$ cat config.mk
export PLATFORM = sky130hd
export DESIGN_NAME = bin_to_ieee_flat
export DESIGN_NICKNAME = d
export VERILOG_FILES = /design/src/rtl/bin_to_ieee_if.sv /design/src/rtl/bin_to_ieee.sv /design/src/flat_wrapper.sv
export SDC_FILE = /design/constraint.sdc
export NUM_CORES = 1
export LEC_CHECK = 0
export BUFFER_PORTS_ARGS = -buffer_cell sky130_fd_sc_hd__buf_4
export CORE_ASPECT_RATIO = 1.75
export CORE_UTILIZATION = 46
export CTS_CLUSTER_SIZE = 14
export DETAILED_ROUTE_END_ITERATION = 16
export GPL_TIMING_DRIVEN = 0
export PLACE_DENSITY = 0.68
export SETUP_SLACK_MARGIN = 0.1
export SYNTH_ARGS = -nofsm -noshare
export SYNTH_HDL_FRONTEND = slang
export SYNTH_SLANG_ARGS = --single-unit
export TNS_END_PERCENT = 1
$ cat constraint.sdc
create_clock -name clock_i -period 2.6 [get_ports clock_i]
set_clock_uncertainty 0.1 [all_clocks]
set_input_delay 0.39 -clock clock_i [delete_from_list [all_inputs] [get_ports clock_i]]
set_output_delay 0.39 -clock clock_i [all_outputs]
set_load 0.05 [all_outputs]
$ cat src/rtl/bin_to_ieee_if.sv
// Request/result bundle for bin_to_ieee: 8.8 fixed-point in, reduced float pair out.
interface bin_to_ieee_if;
   logic       start;
   logic [7:0] decimal_portion;
   logic [7:0] fraction_portion;
   logic [7:0] mantissa;
   logic [7:0] exponent;
   logic       zero;
   logic       busy;
   logic       done;

   modport master (
      output start, decimal_portion, fraction_portion,
      input  mantissa, exponent, zero, busy, done
   );

   modport slave (
      input  start, decimal_portion, fraction_portion,
      output mantissa, exponent, zero, busy, done
   );
endinterface

$ cat src/rtl/bin_to_ieee.sv
// Normalises an unsigned 8.8 value by iterative left shifts into mantissa/exponent (bias 127).
// Optional round-to-nearest-even packing: define BIN_TO_IEEE_ROUND_EN; default truncates.
module bin_to_ieee (
   input  logic         clock_i,
   input  logic         reset_i,
   bin_to_ieee_if.slave bus
);

   // The pack step is taken on the edge that leaves NORM (or on the load edge for a
   // zero input), so done lands after edge k+2 and the block is already back in IDLE.
   typedef enum logic {IDLE, NORM} state_t;

   state_t      state_q, state_d;
   logic [15:0] v_q, v_d;
   logic [3:0]  k_q, k_d;
   logic [7:0]  mantissa_q, mantissa_d;
   logic [7:0]  exponent_q, exponent_d;
   logic        zero_q, zero_d;
   logic        done_q, done_d;

   logic [7:0]  pack_mantissa;
   logic [7:0]  pack_exponent;
   logic [15:0] load_value;

   assign load_value = {bus.decimal_portion, bus.fraction_portion};

`ifdef BIN_TO_IEEE_ROUND_EN
   logic       round_up;
   logic [8:0] mantissa_sum;

   assign round_up      = v_q[6] & ((|v_q[5:0]) | v_q[7]);
   assign mantissa_sum  = {1'b0, v_q[14:7]} + {8'd0, round_up};
   assign pack_mantissa = mantissa_sum[7:0];
   // Carry out of the mantissa bumps the exponent by one.
   assign pack_exponent = mantissa_sum[8] ? (8'd135 - {4'd0, k_q})
                                          : (8'd134 - {4'd0, k_q});
`else
   assign pack_mantissa = v_q[14:7];
   assign pack_exponent = 8'd134 - {4'd0, k_q};
`endif

   always_ff @(posedge clock_i or posedge reset_i) begin
      if (reset_i) begin
         state_q    <= IDLE;
         v_q        <= 16'd0;
         k_q        <= 4'd0;
         mantissa_q <= 8'd0;
         exponent_q <= 8'd0;
         zero_q     <= 1'b0;
         done_q     <= 1'b0;
      end else begin
         state_q    <= state_d;
         v_q        <= v_d;
         k_q        <= k_d;
         mantissa_q <= mantissa_d;
         exponent_q <= exponent_d;
         zero_q     <= zero_d;
         done_q     <= done_d;
      end
   end

   always_comb begin
      state_d    = state_q;
      v_d        = v_q;
      k_d        = k_q;
      mantissa_d = mantissa_q;
      exponent_d = exponent_q;
      zero_d     = zero_q;
      done_d     = 1'b0;
      case (state_q)
         IDLE: begin
            if (bus.start) begin
               v_d = load_value;
               k_d = 4'd0;
               if (load_value == 16'd0) begin
                  mantissa_d = 8'd0;
                  exponent_d = 8'd0;
                  zero_d     = 1'b1;
                  done_d     = 1'b1;
               end else begin
                  state_d = NORM;
               end
            end
         end
         NORM: begin
            if (v_q[15]) begin
               mantissa_d = pack_mantissa;
               exponent_d = pack_exponent;
               zero_d     = 1'b0;
               done_d     = 1'b1;
               state_d    = IDLE;
            end else begin
               v_d = {v_q[14:0], 1'b0};
               k_d = k_q + 4'd1;
            end
         end
         default: state_d = IDLE;
      endcase
   end

   assign bus.mantissa = mantissa_q;
   assign bus.exponent = exponent_q;
   assign bus.zero     = zero_q;
   assign bus.done     = done_q;
   assign bus.busy     = (state_q != IDLE);

endmodule

$ cat src/flat_wrapper.sv
// flat-port wrapper written by rule: the top's interface ports become plain ports
module bin_to_ieee_flat 
  (clock_i, reset_i, bus_start, bus_decimal_portion, bus_fraction_portion, bus_mantissa, bus_exponent, bus_zero, bus_busy, bus_done);
  bin_to_ieee_if bus_i ();
  input  logic clock_i;
  input  logic reset_i;
  input wire logic [$bits(bus_i.start)-1:0] bus_start;
  input wire logic [$bits(bus_i.decimal_portion)-1:0] bus_decimal_portion;
  input wire logic [$bits(bus_i.fraction_portion)-1:0] bus_fraction_portion;
  output wire logic [$bits(bus_i.mantissa)-1:0] bus_mantissa;
  output wire logic [$bits(bus_i.exponent)-1:0] bus_exponent;
  output wire logic [$bits(bus_i.zero)-1:0] bus_zero;
  output wire logic [$bits(bus_i.busy)-1:0] bus_busy;
  output wire logic [$bits(bus_i.done)-1:0] bus_done;
  assign bus_i.start = bus_start;
  assign bus_i.decimal_portion = bus_decimal_portion;
  assign bus_i.fraction_portion = bus_fraction_portion;
  assign bus_mantissa = bus_i.mantissa;
  assign bus_exponent = bus_i.exponent;
  assign bus_zero = bus_i.zero;
  assign bus_busy = bus_i.busy;
  assign bus_done = bus_i.done;
  bin_to_ieee u_core (.clock_i(clock_i), .reset_i(reset_i), .bus(bus_i));
endmodule
Word level (Yosys, flattened, before mapping)
Cells that the tools add are included.

Bits in registers: 39. Logic and storage cells: 42. Input bits: 19. Output and inout bits: 19.

Equal/unequal tests: 4. Mux-type cells: 24. Reductions and logical operators: 3. Bitwise gates (word level): 1. $add $sub $neg: 2.

Operators by type and width (number): two-way mux 16 bit (2); two-way mux 8 bit (4); case mux 16 bit (2 select lines) (1); case mux 8 bit (2 select lines) (2); zero test 16 bit (1); two-way mux 1 bit (9); two-way mux 4 bit (2); case mux 4 bit (2 select lines) (1); subtractor 8 x 4 -> 8 bit (first input constant) (1); != test 2 bit (second input constant) (3); case mux 1 bit (2 select lines) (3); adder 4 x 1 -> 4 bit (second input constant) (1); AND reduction 3 bit (1); != test 2 x 1 -> 1 bit (second input constant) (1); AND reduction 2 bit (1); NOT 1 bit (1).

Logic depth before layout (Yosys ltp)
Gate-level depths: netlist of run 1.

Word-level depth: 4. Gate-level depth with buffers: 5. Gate-level depth less buffers: 4.

Least setup slack after synthesis of run 1
OpenSTA, ideal clock, no wires.

Path kind: register to register. Start point: reg u_core.state_q (netlist: u_core.bus.busy). End point: reg u_core.v_q[6]. Path buffers: 1. Library setup time: 0.126 ns. Clock period less this slack: 1.644 ns. Setup slack: 0.956 ns. Cell stages (with the launch flop): 4. Data required time: 2.374 ns. Arrival: 1.418 ns. Path through: dfrtp_1 buf_2 o21ai_0 a221o_1.

Word-level cells in the longest chain between the ends: 3. Elaborated cells on any way between the ends: 5. Classes of those cells: eq/ne: 2; mux: 1; bitwise: 1; reduce/logical: 1.

RTL lines: start, declared (line bin_to_ieee.sv:13) `state_t state_q, state_d;`; start signal, assigned (line bin_to_ieee.sv:52) `state_q <= state_d;`; NOT 1 bit (line bin_to_ieee.sv:70) `case (state_q)`; != test 2 bit (no source line); AND reduction 2 bit (no source line); end signal, assigned (line bin_to_ieee.sv:53) `v_q <= v_d;`; end, declared (line bin_to_ieee.sv:14) `logic [15:0] v_q, v_d;`.

Parallel ways exist; a longest one is shown, timed or not. A chain may end at the register's enable or synchronous reset.

Worst setup path after layout of run 1
Start point: reg u_core.state_q (netlist: u_core.bus.busy). End point: reg u_core.v_q[14].

The elaborated chain is that of the path after synthesis.

==> out/results.ini, run 1 <==
[layout]
final_cell_mix=38 x buf_4, 38 x dfrtp_1, 28 x nand2_1
nets=243
stdcell_count=268
area_delta_synth_final_pct=24.73
fin_util_pct=59.83
register_area_um2=950.9
drive_above_1_share_pct=26.58
num_antenna_cells=0
multi_input_area_um2=716.9
fillCellCount=346

[setup_path]
crit_path_frequent_cell=nor2_1
critPathMaxStageDelay_ns=0.47
endpoint_kind=flop
cp_slowest_cell=nor2_1
path_cells=and2_1 > clkbuf_1 > nor2_1 > nor2_1 > nor2_1
critPathLaunchType=flop
crit_type=flop to flop
crit_fanout=8
worstPathArrival_ns=1.74
crit_required_ns=2.72

[global_routing]
grt_pass1_vias=1479
grt_usage_pct=21.97
grt_max_degree=39
antenna_found_initial=0
overflow=0
grt_pass1_wl_mm=6.858

[floorplanning]
pin_count=38
die_y_um=83.37
core_area_um2=3628
die_w_um=48.50
start_util_pct=47.97
die_area_um2=4043
rows=29

[route]
ant_nets=0
routed_wl_mm=3.874
vias=1459
dr.pass1.iters=4
via_per_inst=5.444
drtIter0Drc=50
drc=0
wl_per_cell_um=14.46

[synth]
ys_types=33
synth.net_count=199
synth-seq-cells=38
synth_top_family_by_area=simple AND/OR/NAND/NOR gates
synth-simple-area-share_pct=17.97
synth_fa_ha_area_share_pct=2.157
synth_compound_area_share_pct=16.46
synth_xor_area_share_pct=0.5032
synth_ff_type=dfrtp_1
synth-edff-count=0
yosysSeqAreaShare_pct=54.64
yosys.area.top_type=dfrtp_1
postSynthCellCount=177
yosysWarnings=0
synth_top_area_share_pct=54.64
synth-async-reset-ratio_pct=100.0
synth_area_um2=1740
netlist_top_cells_area=dfrtp_1 55%, nand2_1 6.0%, o21ai_0 4.6%
synthMuxAreaShare_pct=4.098
synth_area_per_cell_um2=9.833

[placed_design]
dpl.hpwl_mm=2.899
place_inst=260
gp_congestion=0.8170
dpl_worst_slack_ns=0.6841
io_buffer_count=37

[pwr]
p_leak_nw=1.023
power.density_nw_per_um2=1138
ir_worst_vdd_v=0.0006156

[cts]
cts_made_buffers=5
clk_latency_ns=0.28
cts-root-buf=clkbuf_8
cts_tree=done
postCtsHoldBufs=0
cts_setup_buffers=0
cts_max_level=2
clk_pin_slew_worst_paths_ns=0.08
cts.repair.resized=0
cts.path.max_buffers=2
clock_sinks=38

[sta]
tightest_slew_ns=0.7828
drv_slew=0
hold-worst-slack_ns=0.1544
finalWorstSetupSlack_ns=0.9717
rsz0062_at_grt=false
hold_viol_final=0
setup_tns_ns=0
setup-violations-final=0
fin_crit_ns=1.628
fin_crit_sh_pct=62.63
fmax_mhz=614.1
relSlewSlack_pct=47.74

[hold_path]
hold_path_class=primary input to asynchronous set/reset pin

[status]
status=finished clean

[flow_run]
timing.max_cap.violations=0

metal layers:
layer	vias up	routed length, um	GRT usage (%)
met1	692	1543	25.91
met2	50	2072	38.28
li1	706	-	-
met3	11	171	4.212
met5	-	0	0
met4	0	88	9.358
area by class of cell:
cell class,instances,area share (%)
Sequential cell,38,43.80
Timing Repair Buffer,37,12.80
Clock buffer,6,3.804
Clock inverter,2,0.5764
Multi-Input combinational cell,125,33.03
Buffer,11,2.824
Tap cell,46,2.651
Inverter,3,0.5187
power by group:
| group | total (W) | internal [W] | switching, W |
|---|---|---|---|
| registers | 0.000969 | 0.000812 | 0.000158 |
| clock network | 0.000419 | 0.000213 | 0.000206 |
| logic | 0.00108 | 0.000362 | 0.000720 |
| total | 0.00247 | 0.00139 | 0.00108 |
registers in the layout (all words and copies together), names as in the netlist:
name	flops
u_core.bus.busy	1
u_core.bus.done	1
u_core.bus.exponent	7
u_core.bus.mantissa	8
u_core.bus.zero	1
u_core.k_q	4
u_core.v_q	16
synthesized netlist by cell type (2+ instances only):
| master | n |
|---|---|
| dfrtp_1 | 38 |
| nand2_1 | 28 |
| nor2_1 | 19 |
| o21ai_0 | 16 |
| o22ai_1 | 12 |
| a21oi_1 | 7 |
| buf_2 | 7 |
| mux2i_1 | 6 |
| nor2b_1 | 6 |
| a211oi_1 | 5 |
| nor4_1 | 4 |
| ha_1 | 3 |
| inv_1 | 3 |
| nand2b_1 | 3 |
| clkbuf_1 | 2 |
logic make-up (layout without fill, tap and decap cells):
group,after synthesis,after routing
DFF,38,38
xor gates and xnor gates,1,1
and+or+nand+nor,67,67
muxes,7,7
AOI/OAI and AO/OA,47,47
adders and majority gates,3,3
buffers and inverters,14,59
through the flow:
stage	power (W)	cell area [um2]
3_3_place_gp	0.002027	2076
3_5_place_dp	0.002069	2076
2_1_floorplan	0.001724	1740
4_1_cts	0.002485	2171
6_report	0.002470	2171
5_1_grt	0.002615	2171
critical path, delay by kind of cell, from the launching register on:
kind / cells / cell delay [ns]
buffers and inverters: 1 / 0.17
and+or+nand+nor: 4 / 0.84
DFF: 1 / 0.45
path summary, 6_finish.rpt:
path / start / end / slack [ns] / depth (start not counted)
max in group asynchronous: reset_i / u_core.bus.exponent[1] / 1.75 / 2
max: u_core.bus.busy / u_core.v_q[14] / 0.97 / 5
min in group clock_i: bus_decimal_portion[4] / u_core.v_q[12] / 0.26 / 3
max reg2reg: u_core.bus.busy / u_core.v_q[14] / 0.97 / 5
min: reset_i / u_core.v_q[7] / 0.15 / 2
min reg2reg: u_core.bus.zero / u_core.bus.zero / 0.40 / 1
No activity file was read; power rests on OpenSTA's default activity.
==> run 2, diff against run 1 <==
Clock period 2.6 ns to 1.7 ns, I/O delays scaled along.
==> run 2 against run 1 <==
- sequential power grew 52%
- cell area grew 2.6%
- worst setup slack lost 0.78 ns
- register-to-register slack lost 0.78 ns
- core utilization grew 1.6 points
- critical path type unchanged
- largest cell class unchanged
==> out/results.ini, run 2 (synthesized netlist as in run 1, its figures left out) <==
[cts]
cts.path.max_buffers=2  ; unchanged
clk_pin_slew_worst_paths_ns=0.08  ; about the same
cts_setup_buffers=0  ; unchanged
cts-root-buf=clkbuf_8  ; unchanged
clk_latency_ns=0.29  ; was 0.28 ns
clock_sinks=38  ; unchanged
cts_made_buffers=5  ; unchanged
cts_tree=done  ; unchanged
cts_max_level=2  ; unchanged

[setup_path]
crit_path_start=u_core.v_q[15]  ; was u_core.bus.busy
r2r_cells=4  ; was 5
worstPathArrival_ns=1.58  ; was 1.74 ns
r2r_slack_ns=0.19  ; was 0.97 ns
path_cells=buf_2 > nand2_4 > o21ai_0 > a221o_1  ; was and2_1 > clkbuf_1 > nor2_1 > nor2_1 > nor2_1
critPathLaunchType=flop  ; unchanged
endpoint_kind=flop  ; unchanged
crit_required_ns=1.77  ; was 2.72 ns
path_buf_inv=1  ; unchanged
cpLargestDelayFamily=compound AO/OA/AOI/OAI gates  ; was simple AND/OR/NAND/NOR gates
critPathMaxStageDelay_ns=0.38  ; was 0.47 ns
r2r_start=u_core.v_q[15]  ; was u_core.bus.busy
cp_slowest_cell=dfrtp_1  ; was nor2_1
crit_cells=4  ; was 5
rr_endpoint=u_core.v_q[6]  ; was u_core.v_q[14]
crit_type=flop to flop  ; unchanged
crit_fanout=10  ; was 8

[global_routing]
grt_busiest_layer=met2  ; unchanged
met2_usage_pct=37.26  ; was 38.28%
grt_usage_pct=21.10  ; was 21.97%
overflow=0  ; unchanged
grt_max_degree=39  ; unchanged
grt_pass1_vias=1414  ; was 1479
grt_util_met1_pct=24.64  ; was 25.91%
grt_pass1_wl_mm=6.561  ; was 6.858 mm
use_met3_pct=4.029  ; was 4.212%
antenna_found_initial=0  ; unchanged

[sta]
finalWorstSetupSlack_ns=0.1915  ; was 0.9717 ns
relSlewSlack_pct=47.78  ; was 47.74%
tightest_slew_ns=0.7821  ; was 0.7828 ns
hold_viol_final=0  ; unchanged
rsz0062_at_grt=true  ; was false
drv_slew=0  ; unchanged
fin_crit_sh_pct=88.74  ; was 62.63%
fin_crit_ns=1.509  ; was 1.628 ns
setup_tns_ns=0  ; unchanged
fmax_mhz=662.9  ; was 614.1 MHz
setup-violations-final=0  ; unchanged

[layout]
final_area_um2=2227  ; was 2171 um2
num_antenna_cells=0  ; unchanged
final_cell_mix=38 x buf_4, 37 x dfrtp_1, 28 x nand2_1  ; was 38 x buf_4, 38 x dfrtp_1, 28 x nand2_1
area_delta_synth_final_pct=27.97  ; was 24.73%
nets=243  ; unchanged
drive_above_1_share_pct=27.48  ; was 26.58%
largest_register_ffs=16  ; unchanged
final_common_cell=buf_4
stdcell_count=268  ; unchanged
top_register=u_core.v_q  ; unchanged

[route]
ant_nets=0  ; unchanged
vias=1396  ; was 1459
via_per_inst=5.209  ; was 5.444
routed_wl_mm=3.766  ; was 3.874 mm
wl_per_cell_um=14.05  ; was 14.46 um
drtIter0Drc=27  ; was 50
drc=0  ; unchanged
dr.pass1.iters=5  ; was 4

[hold_path]
hold_path_class=primary input to asynchronous set/reset pin  ; unchanged

[floorplanning]
rows=29  ; unchanged
core_area_um2=3628  ; unchanged
start_util_pct=47.97  ; unchanged
die_area_um2=4043  ; unchanged
die_y_um=83.37  ; unchanged
die_w_um=48.50  ; unchanged
pin_count=38  ; unchanged

[pwr]
p_sw_share_pct=40.46  ; was 43.86%
power.density_nw_per_um2=1830  ; was 1138 nW/um2
pwr-share-seq_pct=36.2  ; was 39.2%
p_switching_w=0.001649  ; was 0.001083 W
p_leak_nw=1.050  ; was 1.023 nW
p_total_w=0.004076  ; was 0.002470 W
intPower_w=0.002427  ; was 0.001387 W
ir_worst_vdd_v=0.001193  ; was 0.0006156 V
p_comb_share_pct=40.8  ; was 43.8%
p_clk_share_pct=23.0  ; was 17.0%

[placed_design]
post_dp_cell_area_um2=2077  ; was 2076 um2
io_buffer_count=37  ; unchanged
gp_congestion=0.8151  ; was 0.8170
dpl_worst_slack_ns=-0.03694  ; was 0.6841 ns
place_inst=260  ; unchanged
dpl.hpwl_mm=2.808  ; was 2.899 mm

[status]
status=finished clean  ; unchanged

[flow_run]
timing.max_cap.violations=0  ; unchanged

## run 2: layout make-up
cell class              count  area (um2)
fillers                   337        1401
plain buffers              11       61.31
inverters                   3       11.26
clock inverters             2       60.06
well taps                  46       57.56
repair buffers             37       277.8
clock buffers               6       82.58
multi-input cells         125       724.4
flip-flops and latches     38       952.2
## run 2: layer usage
layer	vias up	routed length, um	share of wire [%]
li1	704	-	-
met1	645	1539	41
met2	39	1997	53
met3	8	154	4.1
met4	0	74	2.0
met5	-	0	0
## run 2: worst register-to-register path, delay by kind of cell, from the launching register on
family                 cells  cell delay, ns
AO/OA/AOI/OAI              2            0.55
buffers and inverters      1            0.21
flip-flops                 1            0.38
AND/OR/NAND/NOR            1            0.16
## run 2: how the worst max path moves through the flow
stage                                        end  slack [ns]
after floorplan                   u_core.v_q[10]        0.22
after global placement           u_core.bus.busy       -0.12
after detailed placement  u_core.bus.mantissa[2]       -0.04
after CTS                          u_core.v_q[6]        0.09
after global routing      u_core.bus.mantissa[7]        0.04
final                              u_core.v_q[6]        0.19
## run 2: repair_timing
item / CTS / global route
cloned: 0 / 0
gates resized for setup: 1 / 1
setup endpoints to repair: 4 / 7
hold buffers: 0 / 0
## run 2: through the flow
stage / util [%] / hold WS, ns
4_1_cts: 61.24 / 0.03268
6_report: 61.38 / 0.01541
5_1_grt: 61.38 / 0.09115
3_5_place_dp: 57.24 / 0.3520
2_1_floorplan: - / 0.3071
3_3_place_gp: 57.24 / 0.3653
## run 2: power groups by stage
stage	Combinational [W]	Clock [W]	Sequential, W
finish	0.00166	0.000938	0.00147
detailed placement	0.00166	0	0.00149
floorplan	0.000614	0	0.00202
global route	0.00180	0.000988	0.00153
global placement	0.00163	0	0.00147
CTS	0.00168	0.000949	0.00148
==> run 3, diff against run 2 <==
Settings changed: CORE_UTILIZATION 46 to 40, PLACE_DENSITY 0.68 to 0.61.
==> run 3 against run 2 <==
- final cell count up 1.5%
- first-iteration DRC count up 41%
- core utilization down 8.2 points
- hold slack better by 0.011 ns
- die area up 14%
- cell area down 0.90%
- critical path type unchanged
- critical endpoint is now u_core.v_q[13]
- largest cell class unchanged
- largest power group unchanged
- highest routed layer unchanged
==> out/results.ini, run 3 (synthesized netlist as in run 1, its figures left out) <==
[cts]
clock_sinks=38  ; unchanged
postCtsHoldBufs=0  ; unchanged
cts-root-buf=clkbuf_8  ; unchanged
clk_pin_slew_worst_paths_ns=0.07  ; was 0.08 ns
cts_max_level=2  ; unchanged
clk_latency_ns=0.28  ; was 0.29 ns
cts_tree=done  ; unchanged
cts.path.max_buffers=2  ; unchanged
cts_made_buffers=5  ; unchanged

[layout]
final_area_um2=2207  ; was 2227 um2
top_register=u_core.v_q  ; unchanged
drive_above_1_share_pct=26.91  ; was 27.48%
nets=244  ; was 243
final_cell_mix=38 x buf_4, 37 x dfrtp_1, 28 x nand2_1  ; unchanged
final_common_cell=buf_4  ; unchanged
largest_register_ffs=16  ; unchanged
num_antenna_cells=0  ; unchanged
area_delta_synth_final_pct=26.82  ; was 27.97%

[pwr]
power.density_nw_per_um2=1711  ; was 1830 nW/um2
p_leak_nw=1.041  ; was 1.050 nW
ir_worst_vdd_v=0.001238  ; was 0.001193 V
p_total_w=0.003776  ; was 0.004076 W

[setup_path]
crit_type=flop to flop  ; unchanged
r2r_start=u_core.bus.busy  ; was u_core.v_q[15]
worstPathArrival_ns=1.63  ; was 1.58 ns
crit_fanout=8  ; was 10
critPathLaunchType=flop  ; unchanged
r2r_cells=5  ; was 4
r2r_slack_ns=0.18  ; was 0.19 ns
rr_endpoint=u_core.v_q[13]  ; was u_core.v_q[6]
cp-endpoint=u_core.v_q[13]  ; was u_core.v_q[6]
endpoint_kind=flop  ; unchanged
crit_path_start=u_core.bus.busy  ; was u_core.v_q[15]
crit_required_ns=1.82  ; was 1.77 ns

[status]
status=finished clean  ; unchanged

[global_routing]
antenna_found_initial=0  ; unchanged
grt_max_degree=21  ; was 39
grt_pass1_vias=1366  ; was 1414
grt_usage_pct=18.92  ; was 21.10%
grt_pass1_wl_mm=6.292  ; was 6.561 mm
overflow=0  ; unchanged

[placed_design]
gp_congestion=0.7993  ; was 0.8151
dpl.hpwl_mm=2.980  ; was 2.808 mm
io_buffer_count=37  ; unchanged
post_dp_cell_area_um2=2108  ; was 2077 um2

[sta]
drv_slew=0  ; unchanged
tightest_slew_ns=0.8110  ; was 0.7821 ns
rsz0062_at_grt=true  ; unchanged
fin_crit_sh_pct=89.37  ; was 88.74%
fin_crit_ns=1.519  ; was 1.509 ns
hold_viol_final=0  ; unchanged
setup-violations-final=0  ; unchanged
relSlewSlack_pct=45.88  ; was 47.78%
fmax_mhz=658.2  ; was 662.9 MHz

[route]
vias=1420  ; was 1396
dr.pass1.iters=4  ; was 5
routed_wl_mm=3.902  ; was 3.766 mm
wl_per_cell_um=14.35  ; was 14.05 um
drc=0  ; unchanged
drtIter0Drc=38  ; was 27
ant_nets=0  ; unchanged
via_per_inst=5.221  ; was 5.209

[flow_run]
timing.max_cap.violations=0  ; unchanged

[floorplanning]
die_w_um=51.86  ; was 48.50 um
die_y_um=89.26  ; was 83.37 um
die_area_um2=4629  ; was 4043 um2
start_util_pct=41.94  ; was 47.97%
pin_count=38  ; unchanged
rows=31  ; was 29
core_area_um2=4150  ; was 3628 um2

[hold_path]
hold_path_class=primary input to asynchronous set/reset pin  ; unchanged

==> run 3: cell types whose count changed in the layout (fill, tap and decap cells not counted), sizes merged <==
cell / change
buf: +1
clkbuf: +1
bufinv: -2
clkinv: +1
==> run 3: final cells by class <==
cell class / instances / area [um2]
plain buffers: 11 / 61.31
clock buffers: 7 / 86.33
clock inverters: 1 / 5.005
multi-input cells: 125 / 724.4
fillers: 379 / 1943
repair buffers: 38 / 305.3
inverters: 3 / 11.26
flip-flops and latches: 38 / 952.2
well taps: 49 / 61.31
==> run 3: metal layers <==
| metal | global-route usage (%) | vias up | share of wire [%] |
|---|---|---|---|
| met5 | 0 | - | 0 |
| met4 | 8.600 | 0 | 1.8 |
| met3 | 5.272 | 7 | 3.6 |
| met2 | 32.40 | 31 | 53 |
| met1 | 21.38 | 674 | 42 |
| li1 | - | 708 | - |
==> run 3: how the worst min path moves through the flow <==
stage,startpoint,endpoint,depth (start not counted)
final,reset_i,u_core.bus.zero,2
after CTS,reset_i,u_core.bus.zero,2
after floorplan,bus_decimal_portion[2],u_core.v_q[10],2
after global placement,u_core.bus.zero,u_core.bus.zero,1
after detailed placement,reset_i,u_core.bus.zero,2
after global routing,reset_i,u_core.bus.zero,2
==> run 3: critical path: stages, from the launching register on <==
cell	delay (ns)
dfrtp_2	0.45
and2_1	0.16
clkbuf_1	0.19
nor2_2	0.35
nor2_1	0.08
nor2_1	0.11
==> run 3: report_power, final <==
group	internal, W	switching, W
combinational	0.000564	0.00110
clock	0.000327	0.000296
sequential	0.00124	0.000248
total	0.00213	0.00164
==> run 3: what timing repair did <==
action                     CTS  global route
setup endpoints to repair    9             2
hold endpoints to repair     0             0
buffers inserted             0             0
pin swaps                    0             0
gates resized for setup      1             1
==> run 3: through the flow <==
stage	setup slack, ns	TNS [ns]	utilization (%)	hold slack [ns]	std cells
2_1_floorplan	0.2239	0	-	0.3071	177
3_3_place_gp	-0.1105	-0.2020	50.14	0.3619	263
3_5_place_dp	-0.04236	-0.2276	50.80	0.3579	264
4_1_cts	0.07821	0	53.06	0.04381	272
5_1_grt	0.08439	0	53.18	0.07904	272
6_report	0.1807	0	53.18	0.02619	272
